## src/rtl/tensor_core_sequencer_if.sv

```systemverilog
// rtl/tensor_core_sequencer_if.sv - byte-serial command and result streams of the tensor core sequencer
interface tensor_core_sequencer_if #(
  parameter int ELEM_W = 8
) ();
  logic              in_valid;
  logic [ELEM_W-1:0] in_data;
  logic              in_ready;
  logic              out_valid;
  logic [ELEM_W-1:0] out_data;
  logic              out_ready;
  logic              out_last;

  modport master (
    output in_valid, in_data, out_ready,
    input  in_ready, out_valid, out_data, out_last
  );

  modport slave (
    input  in_valid, in_data, out_ready,
    output in_ready, out_valid, out_data, out_last
  );
endinterface

```

## src/rtl/tensor_core_sequencer.sv

```systemverilog
// rtl/tensor_core_sequencer.sv - loads 3x3 operands, starts the core, returns its result; TENSOR_CORE_SEQ_HEADER_ECHO_EN prepends the op beat
module tensor_core_sequencer #(
  parameter int ELEM_W         = 8,
  parameter int COMPUTE_CYCLES = 5
) (
  input  logic                          tensor_core_clock,
  input  logic                          tensor_core_reset,
  tensor_core_sequencer_if.slave        stream,
  output logic [2:0][2:0][ELEM_W-1:0]   core_input1,
  output logic [2:0][2:0][ELEM_W-1:0]   core_input2,
  output logic                          core_write_enable,
  output logic                          core_start,
  output logic [1:0]                    core_operation_select,
  input  logic [2:0][2:0][ELEM_W-1:0]   core_output,
  output logic                          busy
);

  localparam logic [2:0] S_IDLE    = 3'd0;
  localparam logic [2:0] S_LOAD_A  = 3'd1;
  localparam logic [2:0] S_LOAD_B  = 3'd2;
  localparam logic [2:0] S_START   = 3'd3;
  localparam logic [2:0] S_WAIT    = 3'd4;
  localparam logic [2:0] S_CAPTURE = 3'd5;
  localparam logic [2:0] S_DRAIN   = 3'd6;

  localparam int CNT_W = (COMPUTE_CYCLES > 1) ? $clog2(COMPUTE_CYCLES + 1) : 1;

`ifdef TENSOR_CORE_SEQ_HEADER_ECHO_EN
  localparam logic [3:0] LAST_IDX = 4'd9;
`else
  localparam logic [3:0] LAST_IDX = 4'd8;
`endif

  logic [2:0]             state;
  logic [3:0]             idx;
  logic [CNT_W-1:0]       cnt;
  logic [1:0]             op;
  // Row-major flat storage: element idx sits at [idx/3][idx%3] of the packed 3x3 view.
  logic [8:0][ELEM_W-1:0] mat_a;
  logic [8:0][ELEM_W-1:0] mat_b;
  logic [8:0][ELEM_W-1:0] res;

  always_ff @(posedge tensor_core_clock) begin
    if (tensor_core_reset) begin
      state <= S_IDLE;
      idx   <= '0;
      cnt   <= '0;
      op    <= '0;
      mat_a <= '0;
      mat_b <= '0;
      res   <= '0;
    end else begin
      case (state)
        S_IDLE: if (stream.in_valid) begin
          op    <= stream.in_data[1:0];
          idx   <= '0;
          state <= S_LOAD_A;
        end
        S_LOAD_A: if (stream.in_valid) begin
          mat_a[idx] <= stream.in_data;
          if (idx == 4'd8) begin
            idx   <= '0;
            state <= S_LOAD_B;
          end else begin
            idx <= idx + 4'd1;
          end
        end
        S_LOAD_B: if (stream.in_valid) begin
          mat_b[idx] <= stream.in_data;
          if (idx == 4'd8) begin
            idx   <= '0;
            state <= S_START;
          end else begin
            idx <= idx + 4'd1;
          end
        end
        S_START: begin
          cnt   <= '0;
          state <= S_WAIT;
        end
        S_WAIT: begin
          if (cnt == CNT_W'(COMPUTE_CYCLES - 1)) state <= S_CAPTURE;
          else                                   cnt   <= cnt + 1'b1;
        end
        S_CAPTURE: begin
          res   <= core_output;
          idx   <= '0;
          state <= S_DRAIN;
        end
        S_DRAIN: if (stream.out_ready) begin
          if (idx == LAST_IDX) begin
            idx   <= '0;
            state <= S_IDLE;
          end else begin
            idx <= idx + 4'd1;
          end
        end
        default: state <= S_IDLE;
      endcase
    end
  end

  always_comb begin
    stream.in_ready   = (state == S_IDLE) || (state == S_LOAD_A) || (state == S_LOAD_B);
    core_write_enable = stream.in_ready;
    stream.out_valid  = (state == S_DRAIN);
    stream.out_last   = (state == S_DRAIN) && (idx == LAST_IDX);
    core_start        = (state == S_START);
    busy              = (state != S_IDLE);
`ifdef TENSOR_CORE_SEQ_HEADER_ECHO_EN
    stream.out_data   = (idx == 4'd0) ? {{(ELEM_W-2){1'b0}}, op} : res[idx - 4'd1];
`else
    stream.out_data   = res[idx];
`endif
  end

  assign core_input1           = mat_a;
  assign core_input2           = mat_b;
  assign core_operation_select = op;

endmodule

```

## src/flat_wrapper.sv

```systemverilog
// flat-port wrapper written by rule: the top's interface ports become plain ports
module tensor_core_sequencer_flat 
#(
  parameter int ELEM_W         = 8,
  parameter int COMPUTE_CYCLES = 5
)
  (tensor_core_clock, tensor_core_reset, core_input1, core_input2, core_write_enable, core_start, core_operation_select, core_output, busy, stream_in_valid, stream_in_data, stream_out_ready, stream_in_ready, stream_out_valid, stream_out_data, stream_out_last);
  tensor_core_sequencer_if #(.ELEM_W(ELEM_W)) stream_i ();
  input  logic tensor_core_clock;
  input  logic tensor_core_reset;
  output logic [2:0][2:0][ELEM_W-1:0] core_input1;
  output logic [2:0][2:0][ELEM_W-1:0] core_input2;
  output logic core_write_enable;
  output logic core_start;
  output logic [1:0] core_operation_select;
  input  logic [2:0][2:0][ELEM_W-1:0] core_output;
  output logic busy;
  input wire logic [$bits(stream_i.in_valid)-1:0] stream_in_valid;
  input wire logic [$bits(stream_i.in_data)-1:0] stream_in_data;
  input wire logic [$bits(stream_i.out_ready)-1:0] stream_out_ready;
  output wire logic [$bits(stream_i.in_ready)-1:0] stream_in_ready;
  output wire logic [$bits(stream_i.out_valid)-1:0] stream_out_valid;
  output wire logic [$bits(stream_i.out_data)-1:0] stream_out_data;
  output wire logic [$bits(stream_i.out_last)-1:0] stream_out_last;
  assign stream_i.in_valid = stream_in_valid;
  assign stream_i.in_data = stream_in_data;
  assign stream_i.out_ready = stream_out_ready;
  assign stream_in_ready = stream_i.in_ready;
  assign stream_out_valid = stream_i.out_valid;
  assign stream_out_data = stream_i.out_data;
  assign stream_out_last = stream_i.out_last;
  tensor_core_sequencer #(.ELEM_W(ELEM_W), .COMPUTE_CYCLES(COMPUTE_CYCLES)) u_core (.tensor_core_clock(tensor_core_clock), .tensor_core_reset(tensor_core_reset), .stream(stream_i), .core_input1(core_input1), .core_input2(core_input2), .core_write_enable(core_write_enable), .core_start(core_start), .core_operation_select(core_operation_select), .core_output(core_output), .busy(busy));
endmodule
```

## config.mk

```make
export PLATFORM = sky130hd
export DESIGN_NAME = tensor_core_sequencer_flat
export DESIGN_NICKNAME = d
export VERILOG_FILES = /design/src/rtl/tensor_core_sequencer_if.sv /design/src/rtl/tensor_core_sequencer.sv /design/src/flat_wrapper.sv
export SDC_FILE = /design/constraint.sdc
export NUM_CORES = 1
export LEC_CHECK = 0
export ABC_AREA = 0
export BUFFER_PORTS_ARGS = -buffer_cell sky130_fd_sc_hd__buf_2
export CORE_MARGIN = 2
export CORE_UTILIZATION = 48
export DETAILED_ROUTE_END_ITERATION = 12
export GPL_TIMING_DRIVEN = 0
export PLACE_DENSITY_LB_ADDON = 0.12
export SYNTH_ARGS = -nofsm -noshare
export SYNTH_HDL_FRONTEND = slang
export SYNTH_SLANG_ARGS = --single-unit
```

## constraint.sdc

```tcl
create_clock -name tensor_core_clock -period 2.2 [get_ports tensor_core_clock]
set_input_delay 0.55 -clock tensor_core_clock [delete_from_list [all_inputs] [get_ports tensor_core_clock]]
set_output_delay 0.55 -clock tensor_core_clock [all_outputs]
set_load 0.1 [all_outputs]
```

==> impl_metrics.csv <==
group,metric,value,unit
status,status,"finished, violations left",
status,violations,"negative setup slack",
logic_synthesis,ys_seq_elements,228,
pwr,swShare,32.3,%
place,numPortBuffers,235,
global_routing,grt_first_pass_wirelength,40100,um
die,initial_core_util,49.3,%
pwr,ir_drop,646,uV
place,dp_hpwl,18700,um
critical_path,crit_fanout,5,
logic_synthesis,syn-cell-area,0.00928,mm^2
cts,tritoncts,"yes",
finish,final_common_cell,"buf_2",
logic_synthesis,yosysWarningCount,0,
critical_path,end_kind,"output pin",
drt,num_vias,7831,
cts,worstSkewPairLatency,510,ps
die,fp.dieH,143,um
pwr,p_leak,5.99,nW
run,maxCapViolations,0,
critical_path,cp_slowest_cell,"dfxtp_4",
pwr,power,11.5,mW
global_routing,overflow,0,
finish,final_nets,1352,
die,die_w,143,um
logic_synthesis,synth_edf_count,0,
die,core,0.0188,mm^2
global_routing,antenna_found_initial,0,
drt,firstDrtPassIters,5,
sta,hold_violations,0,
finish,layout_common_cells,"231 x buf_2, 222 x dfxtp_1, 171 x mux2i_1",
critical_path,r2r-end,"u_core.idx[3]",
worst_hold_path,whs_endpoint,"u_core.res[14]",
drt,wl_per_cell,17.4,um
sta,clock.fmax,0.391,GHz
logic_synthesis,synthArstFlopShare,0,%
sta,finalSetupTns,-2910,ps
finish,area_delta_synth_final,32.7,%
critical_path,r2r_setup_slack,50,ps
cts,numCtsBuffers,24,
global_routing,grt_pass1_vias,7609,
sta,worst_slew_pin_slew,766,ps
worst_hold_path,worstHoldStart,"core_output[14]",
sta,setup_viol,9,
sta,skew,9.09,ps
drt,finalWirelength,26800,um
die,top_level_ports,244,
critical_path,critPathRequiredTime,1650,ps
logic_synthesis,syn-instance-count,984,
drt,drcViolationCount,0,
pwr,p_comb_share,25.6,%
logic_synthesis,syn_avg_cell_area,9.43,um^2
pwr,p_int,7.78,mW
cts,clock-sinks,228,
finish,final_cell_area,0.0123,mm^2
place,place.gp.congestion,0.823,
logic_synthesis,ys_seq_area_share,49.2,%
cts,cts_root_buf,"clkbuf_16",
critical_path,max_stage_delay,390,ps
critical_path,path_cells,"clkbuf_16 > mux2i_1 > o22a_1 > o22ai_2 > o21a_2 > buf_12",
critical_path,reg2reg_depth,8,
logic_synthesis,synth_ff_type,"dfxtp_1",
cts,clk_path_buf_depth,3,
sta,hold_slack,280,ps
sta,min_period_over_period,116,%
drt,drt-initial-drc-count,400,
sta,finalMaxSlewViolations,0,
pwr,power.switching,3.71,mW
cts,clk_pin_slew_worst_paths,60,ps
sta,min_period,2560,ps
place,post-place-ws,-486,ps
pwr,p_clk_share,35.6,%
worst_hold_path,worst_hold_path.num_cells,3,
critical_path,crit_type,"reg -> out",
drt,avgViaCountPerCell,5.09,
worst_hold_path,hold_class,"in -> reg",
critical_path,cp_data_arrival_time,2010,ps
critical_path,start_kind,"flop",
pwr,powerDensity,933,mW/mm^2
logic_synthesis,synth_cell_types,47,
global_routing,track_usage,25.0,%
global_routing,grt_max_degree,15,
pwr,seq_power_share,38.8,%
sta,maxSlewHeadroom,48.9,%
finish,num_antenna_cells,0,
sta,rsz0062_at_grt,"yes",
die,rows,50,
sta,timing.final.ws_setup,-360,ps
place,postPlaceCellArea,0.0108,mm^2
die,die_area,0.0205,mm^2
cts,htreeDepth,1,
finish,drive_gt1_share,30.2,%
drt,ant_nets,0,
logic_synthesis,synth_nets,1074,
critical_path,timing.rr.start,"u_core.idx[1]",
-- flip-flops by register name, indices dropped and copies added, names as in the netlist --
name,count
u_core.res,72
u_core.core_input2,72
u_core.cnt,3
u_core.core_input1,72
u_core.idx,4
u_core.core_operation_select,2
u_core.state,3
-- kinds of logic after synthesis --
| group | synth area share, % |
|---|---|
| muxes | 19.3 |
| DFF | 49.2 |
| buffers and inverters | 4.07 |
| AOI/OAI and AO/OA | 8.13 |
| xor gates and xnor gates | 0.189 |
| adders and majority gates | 0.809 |
| and+or+nand+nor | 18.3 |
-- layer usage --
metal / part of all wire (%) / GRT usage [%] / vias to the layer above / wire [um]
met2: 47 / 41.9 / 256 / 12600
met3: 7.7 / 6.64 / 37 / 2060
met4: 2.4 / 6.15 / 0 / 635
met5: 0 / 0 / - / 0
met1: 43 / 32.2 / 3674 / 11500
li1: - / - / 3864 / -
-- power by group through the flow --
| stage | Sequential (mW) | Combinational [mW] | Clock (mW) |
|---|---|---|---|
| finish | 4.46 | 2.94 | 4.09 |
| detailed placement | 4.52 | 2.49 | 0 |
| floorplan | 4.81 | 1.67 | 0 |
| CTS | 4.44 | 2.88 | 4.15 |
| global route | 4.48 | 3.09 | 4.31 |
| global placement | 4.52 | 2.47 | 0 |
-- worst max-delay path: cells and delay by family, from the launching register on --
kind	cells	cell delay (ps)
AO/OA/AOI/OAI	3	500
multiplexers	1	270
flip-flops	1	390
buffers and inverters	2	320
-- Yosys cell counts (all sizes together) (3+ instances only) --
cell type / n / area (um^2)
o21ai: 5 / 28.8
o21a: 7 / 52.6
o221ai: 8 / 76.3
o22a: 7 / 61.3
inv: 8 / 30.0
a311oi: 3 / 26.3
nand3: 20 / 310
nor2: 152 / 573
clkbuf: 52 / 195
o22ai: 8 / 50.1
dfxtp: 228 / 4560
nand3b: 3 / 22.5
mux2i: 178 / 1780
a21oi: 83 / 415
ha: 6 / 75.1
buf: 26 / 153
and2: 3 / 18.8
nand2: 157 / 589
nand2b: 4 / 25.0
-- worst max path at each step --
| stage | from | end | cells past startpoint | slack (ps) |
|---|---|---|---|---|
| global placement | u_core.idx[0] | stream_out_last | 8 | -470 |
| CTS | u_core.idx[2] | stream_out_data[0] | 6 | -360 |
| detailed placement | u_core.idx[0] | stream_out_last | 8 | -490 |
| global route | u_core.idx[2] | stream_out_data[5] | 7 | -400 |
| finish | u_core.idx[2] | stream_out_data[2] | 6 | -360 |
| floorplan | u_core.idx[0] | stream_out_last | 7 | -170 |
-- area by class of cell --
class	instances	area, um^2
clock inverter	9	70.1
buffer	75	440
tap	260	325
inverter	8	37.5
timing repair buffer	255	1590
sequential	228	4580
clock buffer	35	743
multi-input combinational	670	4530
fill	1591	6520
-- timing repair --
action	in CTS	in global routing
setup endpoints to repair	19	12
pin swaps	4	10
buffers inserted	12	5
hold buffers	0	0
endpoints found under the hold margin	0	0
resized for setup	101	21
cloned	0	3
-- per-stage QoR --
stage,util (%),std cells
3_3_place_gp,57.5,1479
3_5_place_dp,57.5,1479
2_1_floorplan,-,984
6_report,65.4,1540
4_1_cts,64.3,1534
5_1_grt,65.4,1540
Note: power is estimated with default switching activity, not from simulation.
